<file path="config.mk">
export PLATFORM = sky130hd
export DESIGN_NAME = bomb_scheduler
export DESIGN_NICKNAME = d
export VERILOG_FILES = /design/src/rtl/bomb_scheduler.sv
export SDC_FILE = /design/constraint.sdc
export NUM_CORES = 1
export LEC_CHECK = 0
export CAP_MARGIN = 40
export CORE_ASPECT_RATIO = 1.5
export CORE_MARGIN = 3
export CORE_UTILIZATION = 35
export CTS_CLUSTER_DIAMETER = 30
export DETAILED_ROUTE_END_ITERATION = 6
export HOLD_SLACK_MARGIN = 0.03
export MAX_ROUTING_LAYER = met4
export PLACE_DENSITY_LB_ADDON = 0.25
export SLEW_MARGIN = 40
export SYNTH_ARGS = -nofsm -noshare
export SYNTH_HDL_FRONTEND = slang
export SYNTH_SLANG_ARGS = --single-unit
</file>
<file path="constraint.sdc">
create_clock -name clk -period 6.8 [get_ports clk]
set_input_delay 1.36 -clock clk [delete_from_list [all_inputs] [get_ports clk]]
set_output_delay 1.36 -clock clk [all_outputs]
set_load 0.05 [all_outputs]
</file>
<file path="src/rtl/bomb_scheduler.sv">
// Shared bomb-slot scheduler for two players: grants/denies drops, runs fuse timers, emits blasts.
// Optional chain reactions between nearby bombs are enabled by defining CHAIN_REACTION_EN.
module bomb_scheduler #(
    parameter int SLOTS          = 4,
    parameter int PER_PLAYER_MAX = 2,
    parameter int FUSE_TICKS     = 3,
    parameter int RANGE          = 2
) (
    input  logic       clk,
    input  logic       rst,
    input  logic       tick,
    input  logic       req_a,
    input  logic       req_b,
    input  logic [7:0] pos_a,
    input  logic [7:0] pos_b,
    output logic       gnt_a,
    output logic       gnt_b,
    output logic       deny_a,
    output logic       deny_b,
    output logic       blast_valid,
    output logic [7:0] blast_pos,
    output logic       blast_owner,
    output logic [2:0] live_a,
    output logic [2:0] live_b
);

    if (SLOTS < 2 || SLOTS > 8 || FUSE_TICKS < 1 || FUSE_TICKS > 7 || RANGE < 0) begin : g_bad_param
        $error("bomb_scheduler: parameter out of range");
    end

    localparam logic [2:0] FUSE_INIT = 3'(FUSE_TICKS);

    logic [SLOTS-1:0] r_valid, r_owner, r_pend;
    logic [7:0]       r_pos  [SLOTS];
    logic [2:0]       r_fuse [SLOTS];
    logic             r_prio;
    logic             r_armed;
    logic             r_gnt_a, r_gnt_b, r_deny_a, r_deny_b;
    logic             r_blast_valid, r_blast_owner;
    logic [7:0]       r_blast_pos;
    logic [2:0]       r_live_a, r_live_b;

    logic [SLOTS-1:0] w_valid_n, w_owner_n, w_pend_n;
    logic [7:0]       w_pos_n  [SLOTS];
    logic [2:0]       w_fuse_n [SLOTS];
    logic             w_found, w_bowner;
    logic [7:0]       w_bpos;
    logic [SLOTS-1:0] w_free1_oh, w_free2_oh, w_slot_s_oh;
    logic             w_free1, w_free2;
    logic             w_hit_a, w_hit_b;
    logic             w_req_f, w_req_s, w_hit_f, w_hit_s, w_lim_f, w_lim_s;
    logic [7:0]       w_pos_f, w_pos_s;
    logic             w_ok_f, w_ok_s, w_ok_a, w_ok_b;
    logic [2:0]       w_live_a_n, w_live_b_n;

`ifdef CHAIN_REACTION_EN
    localparam int         RANGE_CL = (RANGE > 15) ? 15 : RANGE;
    localparam logic [3:0] RANGE_C  = 4'(RANGE_CL);

    function automatic logic f_in_range(input logic [7:0] a, input logic [7:0] b);
        logic [3:0] dx, dy;
        dx = (a[7:4] > b[7:4]) ? a[7:4] - b[7:4] : b[7:4] - a[7:4];
        dy = (a[3:0] > b[3:0]) ? a[3:0] - b[3:0] : b[3:0] - a[3:0];
        return ((a[7:4] == b[7:4]) && (dy <= RANGE_C)) ||
               ((a[3:0] == b[3:0]) && (dx <= RANGE_C));
    endfunction
`endif

    always_comb begin
        w_valid_n = r_valid;
        w_owner_n = r_owner;
        w_pend_n  = r_pend;
        w_pos_n   = r_pos;
        w_fuse_n  = r_fuse;
        w_found   = 1'b0;
        w_bpos    = 8'd0;
        w_bowner  = 1'b0;

        for (int i = 0; i < SLOTS; i++) begin
            if (tick && r_valid[i] && !r_pend[i]) begin
                w_fuse_n[i] = r_fuse[i] - 3'd1;
                if (r_fuse[i] == 3'd1) w_pend_n[i] = 1'b1;
            end
        end

        // A slot expiring on this tick is already eligible for emission on this edge.
        for (int i = 0; i < SLOTS; i++) begin
            if (!w_found && r_valid[i] && w_pend_n[i]) begin
                w_found      = 1'b1;
                w_bpos       = r_pos[i];
                w_bowner     = r_owner[i];
                w_valid_n[i] = 1'b0;
                w_pend_n[i]  = 1'b0;
            end
        end

`ifdef CHAIN_REACTION_EN
        for (int i = 0; i < SLOTS; i++) begin
            if (w_found && w_valid_n[i] && f_in_range(w_bpos, r_pos[i])) w_pend_n[i] = 1'b1;
        end
`endif

        // Allocation sees the current slot state, so a slot freed on this edge is not reusable yet.
        w_free1    = 1'b0;
        w_free2    = 1'b0;
        w_free1_oh = '0;
        w_free2_oh = '0;
        w_hit_a    = 1'b0;
        w_hit_b    = 1'b0;
        for (int i = 0; i < SLOTS; i++) begin
            if (!r_valid[i]) begin
                if (!w_free1) begin
                    w_free1       = 1'b1;
                    w_free1_oh[i] = 1'b1;
                end else if (!w_free2) begin
                    w_free2       = 1'b1;
                    w_free2_oh[i] = 1'b1;
                end
            end
            if (r_valid[i] && r_pos[i] == pos_a) w_hit_a = 1'b1;
            if (r_valid[i] && r_pos[i] == pos_b) w_hit_b = 1'b1;
        end

        w_req_f = r_prio ? req_b : req_a;
        w_req_s = r_prio ? req_a : req_b;
        w_pos_f = r_prio ? pos_b : pos_a;
        w_pos_s = r_prio ? pos_a : pos_b;
        w_hit_f = r_prio ? w_hit_b : w_hit_a;
        w_hit_s = r_prio ? w_hit_a : w_hit_b;
        w_lim_f = r_prio ? (int'(r_live_b) < PER_PLAYER_MAX) : (int'(r_live_a) < PER_PLAYER_MAX);
        w_lim_s = r_prio ? (int'(r_live_a) < PER_PLAYER_MAX) : (int'(r_live_b) < PER_PLAYER_MAX);

        w_ok_f = r_armed && w_req_f && w_free1 && w_lim_f && !w_hit_f;
        w_ok_s = r_armed && w_req_s && w_lim_s && !w_hit_s &&
                 (w_ok_f ? (w_free2 && (w_pos_s != w_pos_f)) : w_free1);
        w_slot_s_oh = w_ok_f ? w_free2_oh : w_free1_oh;
        w_ok_a = r_prio ? w_ok_s : w_ok_f;
        w_ok_b = r_prio ? w_ok_f : w_ok_s;

        for (int i = 0; i < SLOTS; i++) begin
            if ((w_ok_f && w_free1_oh[i]) || (w_ok_s && w_slot_s_oh[i])) begin
                w_valid_n[i] = 1'b1;
                w_pend_n[i]  = 1'b0;
                w_fuse_n[i]  = FUSE_INIT;
                w_owner_n[i] = (w_ok_f && w_free1_oh[i]) ? r_prio : ~r_prio;
                w_pos_n[i]   = (w_ok_f && w_free1_oh[i]) ? w_pos_f : w_pos_s;
            end
        end

        w_live_a_n = 3'd0;
        w_live_b_n = 3'd0;
        for (int i = 0; i < SLOTS; i++) begin
            if (w_valid_n[i] && !w_owner_n[i]) w_live_a_n = w_live_a_n + 3'd1;
            if (w_valid_n[i] &&  w_owner_n[i]) w_live_b_n = w_live_b_n + 3'd1;
        end
    end

    always_ff @(posedge clk or posedge rst) begin
        if (rst) begin
            r_valid       <= '0;
            r_owner       <= '0;
            r_pend        <= '0;
            for (int i = 0; i < SLOTS; i++) begin
                r_pos[i]  <= 8'd0;
                r_fuse[i] <= 3'd0;
            end
            r_prio        <= 1'b0;
            r_armed       <= 1'b0;
            r_gnt_a       <= 1'b0;
            r_gnt_b       <= 1'b0;
            r_deny_a      <= 1'b0;
            r_deny_b      <= 1'b0;
            r_blast_valid <= 1'b0;
            r_blast_pos   <= 8'd0;
            r_blast_owner <= 1'b0;
            r_live_a      <= 3'd0;
            r_live_b      <= 3'd0;
        end else begin
            r_valid       <= w_valid_n;
            r_owner       <= w_owner_n;
            r_pend        <= w_pend_n;
            r_pos         <= w_pos_n;
            r_fuse        <= w_fuse_n;
            // Requests held across reset release are dropped on the first edge.
            r_armed       <= 1'b1;
            if (r_armed && req_a && req_b) r_prio <= ~r_prio;
            r_gnt_a       <= w_ok_a;
            r_gnt_b       <= w_ok_b;
            r_deny_a      <= r_armed && req_a && !w_ok_a;
            r_deny_b      <= r_armed && req_b && !w_ok_b;
            r_blast_valid <= w_found;
            r_blast_pos   <= w_bpos;
            r_blast_owner <= w_bowner;
            r_live_a      <= w_live_a_n;
            r_live_b      <= w_live_b_n;
        end
    end

    assign gnt_a       = r_gnt_a;
    assign gnt_b       = r_gnt_b;
    assign deny_a      = r_deny_a;
    assign deny_b      = r_deny_b;
    assign blast_valid = r_blast_valid;
    assign blast_pos   = r_blast_pos;
    assign blast_owner = r_blast_owner;
    assign live_a      = r_live_a;
    assign live_b      = r_live_b;

endmodule

</file>
# == Yosys cells after proc, flatten, opt, wreduce, memory -nomap -nowiden ==
# Cells that the tools add are included.
# word_totals
in_bits,21
elab_cells,229
out_inout_bits,20
regBits,78
# op_classes
n_addsub,10
magnitude_cmp,2
n_mux,105
n_reduce_logical,76
n_eq_ne,13
bitwise,1
# ops
cell,count
$mux 1,80
$mux 8,10
$eq 8x8->1,8
$logic_and 1x1->1,53
$mux 3,14
$add 3x1->3 const B,6
$logic_not 1->1,15
$eq 3x1->1 const B,4
$sub 3x1->3 const B,4
$ne 8x8->1,1
$reduce_bool 2->1,4
$lt 3x2->1 const B,2
$logic_or 1x1->1,4
$mux 4,1
$not 1->1,1

# == Depth between registers and ports, before layout ==
# logic_depth
depth_word,23
ltp_mapped,20
mapped_depth_nobuf,19

# == Worst setup path after synthesis ==
# Ideal clock, no wire load.
# synth_path
kind,input-to-reg
from,input pos_b[0]
to,"register r_live_b[2], in the netlist live_b[2]"
path_buffers,1
arrival_ns,4.828
path_stages,17
setup_slack_ns,1.845
t_required_ns,6.673
setup_time_ns,0.127
path_cell_list,buf_4 xnor2_1 nand4_1 nor4_2 a311oi_4 nand2_4 or3_1 o21ba_1 a311oi_2 a21boi_1 ha_1 a41oi_1 o221ai_1 or3_1 ha_1 a21boi_0 xnor2_1
# synth_between
word_cells_on_any_way,60
classes_between,add/sub (3); eq/ne (5); mux (26); reduce/logical (26)
# synth_lines
item,line_no,rtl
"start, declared",15,"input logic [7:0] pos_b,"
$eq 8x8->1,121,if (r_valid[i] && r_pos[i] == pos_b) w_hit_b = 1'b1;
$logic_and 1x1->1,121,
$mux 1 (4 in a row),121,
$mux 1,128,w_hit_f = r_prio ? w_hit_b : w_hit_a;
$logic_not 1->1,133,w_ok_f = r_armed && w_req_f && w_free1 && w_lim_f && !w_hit_f;
$logic_and 1x1->1,133,
$mux 1,135,(w_ok_f ? (w_free2 && (w_pos_s != w_pos_f)) : w_free1);
$logic_and 1x1->1,134,w_ok_s = r_armed && w_req_s && w_lim_s && !w_hit_s &&
[3 not listed],--,
named net w_owner_n[1],43,"logic [SLOTS-1:0] w_valid_n, w_owner_n, w_pend_n;"
$logic_and 1x1->1 (*),154,if (w_valid_n[i] && w_owner_n[i]) w_live_b_n = w_live_b_n + 3'd1;
$mux 3 (*),154,
$add 3x1->3,154,
$mux 3 (*),154,
$add 3x1->3,154,
$mux 3 (*),154,
named net w_live_b_n[2],54,"logic [2:0] w_live_a_n, w_live_b_n;"
"end signal, assigned",195,r_live_b <= w_live_b_n;
"end, declared",41,"logic [2:0] r_live_a, r_live_b;"
# The timed path passes the listed nets; every way through them passes the cells marked *.
# A chain may end at the register's enable or synchronous reset.

# == Final worst setup path ==
# layout_path
from,input pos_b[5]
to,"register r_live_b[1], in the netlist live_b[1]"
# The elaborated chain is that of the path after synthesis.

==> reports/results.ini <==
[status]
status = finished, final reports clean

[synthesis]
synthCells = 592
synth_warnings = 0
synthFlopType = dfrtp_1
synth_nets = 631
ys_seq_elements = 78
yosysUniqueCellTypes = 72
avgSynthCellArea_sq_um = 9.27
async_flop_share_pct = 100
synth_edf_count = 0
seq_area_frac_synth_pct = 35.6
mappedNetlistArea_sq_um = 5490

[cts]
cts_tree = built
cts_hold_buf = 0
numClockSinks = 78
root_buffer = clkbuf_16
clk_path_buf_depth = 2
path_clk_slew_ns = 0.07
cts_setup_buffers = 0
insertion_delay_ns = 0.35
cts_resized = 0
cts_buffers = 9
h-tree-depth = 3

[critical_path]
setup.worst_path.start = pos_b[5]
worstPathRequired_ns = 7.01
crit_family = compound AO/OA/AOI/OAI gates
worstSetupPathType = in -> reg
crit_fanout = 10
cp-start-kind = primary input
max_stage_delay_ns = 0.74
cp.arrival_ns = 6.04
slowest_stage = clkdlybuf4s50_1
r2r_start = r_valid[0]
crit_path_cell_trace = clkdlybuf4s50_1, xor2_1, nor4_2, a311oi_4, nand2_4, or3_1, o21ba_1, a311oi_2, a21boi_1, ha_1, a41oi_1, o221ai_1, or3_1, ha_1, a21oi_1, a41oi_1
critPathBufInv = 1
end_kind = flip-flop
r2r_slack_ns = 1.89
r2r_end = live_b[1]
reg2reg_depth = 18

[power]
leakagePower_nw = 2.71
p_sw_share_pct = 45.6
combPwrFrac_pct = 53.3
power_frac_seq_pct = 29.5
power.switching_mw = 1.43
clkPwrFrac_pct = 17.1
power_density_nw_per_um2 = 495
max-vdd-ir-drop_uv = 169
power.internal_mw = 1.71

[job]
drv_cap = 0

[sta]
rsz0062_at_grt = no
finalCriticalPeriod_ns = 5.83
tightest_slew_ns = 0.767
hold_viol_final = 0
drv_slew = 0
skew_ns = 0.00632
timing.fmax_ghz = 0.171
maxSlewHeadroom_pct = 48.9
worst_slack_ns = 0.968
finalSetupViolations = 0
min_period_over_period_pct = 85.8
setup_tns_ns = 0

[global_route]
grt_pass1_wl_mm = 27.0
grt_overflow = 0
antenna_found_initial = 0
grt_use_total_pct = 21.4
grt_pass1_vias = 4770
grt_max_degree = 79

[floorplanning]
ioPinCount = 41
core_area_sq_um = 15200
start_util_pct = 36.1
design.die.area_sq_um = 17300
rows = 55
fp.dieH_microns = 159
die_w_microns = 108

[placed_design]
io_buffers = 40
hpwl_mm = 13.2
gp_congestion = 1.08
place_ws_ns = 0.616

[drt]
vias = 4578
ant_nets = 0
dr.first_iter.drc_count = 212
wl_per_cell_microns = 21.3
routed_wl_mm = 17.5
firstDrtPassIters = 6
avgViaCountPerCell = 5.59
drc = 0

[cells_and_area]
finalNetCount = 654
area_growth_pct = 15.2
antenna_cells = 0
nFillCells = 1544
drive_above_1_share_pct = 9.68

[hold_path]
hp-start = r_fuse[1]
whs_endpoint = r_fuse[1]
whs_path_depth = 1
hold_path.class = reg -> reg

cells by family (layout without fill, tap and decap cells):
group | count (synthesis) | after routing | share of synthesized area (%)
adders and majority gates | 18 | 18 | 4.10
DFF | 78 | 78 | 35.6
other | 1 | 1 | 0.0683
and+or+nand+nor | 179 | 179 | 16.4
xor gates and xnor gates | 86 | 86 | 14.3
buffers and inverters | 80 | 108 | 6.79
AOI/OAI and AO/OA | 124 | 124 | 17.8
muxes | 26 | 26 | 4.95
per-layer routing:
layer	wire length, microns	GRT usage, %	vias up
li1	-	-	2139
met1	6410	22.2	2259
met2	9390	37.5	123
met3	564	2.88	57
met4	1100	13.0	0
met5	0	-	-
power groups by stage:
| stage | sequential, mW | combinational, mW | clock (mW) |
|---|---|---|---|
| floorplan | 0.950 | 1.14 | 0 |
| global placement | 0.921 | 1.65 | 0 |
| detailed placement | 0.929 | 1.67 | 0 |
| CTS | 0.921 | 1.68 | 0.550 |
| global route | 0.950 | 1.82 | 0.571 |
| finish | 0.926 | 1.67 | 0.537 |
sequential cells by signal (all words and copies together) (netlist names), 3 cells and up:
signal     flops
live_a         3
r_pend         4
r_pos         32
r_fuse        12
r_valid        4
blast_pos      8
r_owner        4
live_b         3
cells in the mapped netlist (3+ instances only):
| cell | n | area (sq um) |
|---|---|---|
| a21oi_1 | 29 | 145 |
| nor3_1 | 11 | 55.1 |
| a21o_1 | 3 | 22.5 |
| or3_1 | 3 | 18.8 |
| and2_1 | 13 | 81.3 |
| o21ai_0 | 9 | 45.0 |
| xor2_1 | 29 | 254 |
| mux2_2 | 9 | 101 |
| nand3b_1 | 4 | 30.0 |
| o31ai_1 | 3 | 22.5 |
| o21a_1 | 3 | 22.5 |
| ha_1 | 18 | 225 |
| or2_2 | 4 | 25.0 |
| a221o_1 | 9 | 90.1 |
| nand4_1 | 8 | 50.1 |
| xnor2_1 | 55 | 482 |
| mux2i_1 | 17 | 170 |
| a222oi_1 | 8 | 80.1 |
| clkbuf_1 | 8 | 30.0 |
| o2111ai_1 | 3 | 26.3 |
| nor4_1 | 8 | 50.1 |
| nor2_1 | 53 | 199 |
| o221a_2 | 8 | 90.1 |
| a211o_1 | 3 | 26.3 |
| buf_4 | 16 | 120 |
| a31oi_1 | 4 | 25.0 |
| o211ai_1 | 5 | 37.5 |
| nand3_1 | 22 | 110 |
| buf_2 | 9 | 45.0 |
| inv_1 | 43 | 161 |
| nor3b_1 | 3 | 22.5 |
| dfrtp_1 | 78 | 1950 |
| a41oi_1 | 3 | 26.3 |
| a22oi_1 | 10 | 75.1 |
| nand2_1 | 33 | 124 |
| nand2b_1 | 5 | 31.3 |
metrics by stage:
| step | power, mW | util (%) | hold slack [ns] | area, sq um | std cells |
|---|---|---|---|---|---|
| 4_1_cts | 3.15 | 41.6 | 0.492 | 6320 | 819 |
| 3_5_place_dp | 2.60 | 39.5 | 0.477 | 6000 | 803 |
| 6_report | 3.13 | 41.6 | 0.490 | 6330 | 819 |
| 2_1_floorplan | 2.09 | - | 0.459 | 5490 | 592 |
| 5_1_grt | 3.35 | 41.6 | 0.524 | 6330 | 819 |
| 3_3_place_gp | 2.57 | 39.4 | 0.470 | 5990 | 803 |
layout by cell type, fill, tap and decap left out, types with 5 or more instances in the layout:
master and count:
nor2_1 50, and2_1 13, xnor2_1 55, nor3_1 11
clkbuf_16 9, nand4_1 8, o21ai_0 9, nor4_1 8
buf_4 6, clkdlybuf4s50_1 40, mux2i_1 17, nand2b_1 5
a21oi_1 28, nand3_1 22, o221a_2 8, a22oi_1 10
o211ai_1 5, a221o_1 9, ha_1 18, dfrtp_1 78
mux2_2 9, a222oi_1 8, xor2_1 29, nand2_1 33
inv_1 42
cell type report:
| type | instances | area, sq um | area share (%) |
|---|---|---|---|
| Multi-Input combinational cell | 434 | 3180 | 50.2 |
| Tap cell | 199 | 249 | 3.94 |
| Inverter | 45 | 170 | 2.69 |
| Sequential cell | 78 | 1950 | 30.8 |
| Clock buffer | 10 | 229 | 3.62 |
| Timing Repair Buffer | 47 | 457 | 7.22 |
| Clock inverter | 6 | 93.8 | 1.48 |
how the worst max path moves through the flow:
| stage | to | slack (ns) | depth (start not counted) |
|---|---|---|---|
| after floorplan | live_b[2] | 1.84 | 17 |
| after global placement | live_b[1] | 0.72 | 16 |
| after detailed placement | live_b[1] | 0.62 | 16 |
| after CTS | live_b[1] | 1.0 | 16 |
| after global routing | live_b[1] | 0.75 | 17 |
| final | live_b[1] | 0.97 | 16 |
worst register-to-register path: stages, from the launching register on:
cell and delay (ns):
dfrtp_1 0.51, inv_2 0.24, ha_1 0.28, o21bai_1 0.13
a21oi_1 0.13, a21oi_1 0.50, or2_2 0.22, nor3_1 0.04
or3_1 0.38, o21ba_1 0.22, a311oi_2 0.37, a21boi_1 0.21
ha_1 0.30, a41oi_1 0.23, o221ai_1 0.14, or3_1 0.38
ha_1 0.30, a21oi_1 0.12, a41oi_1 0.06
No activity file was read; power rests on OpenSTA's default activity.
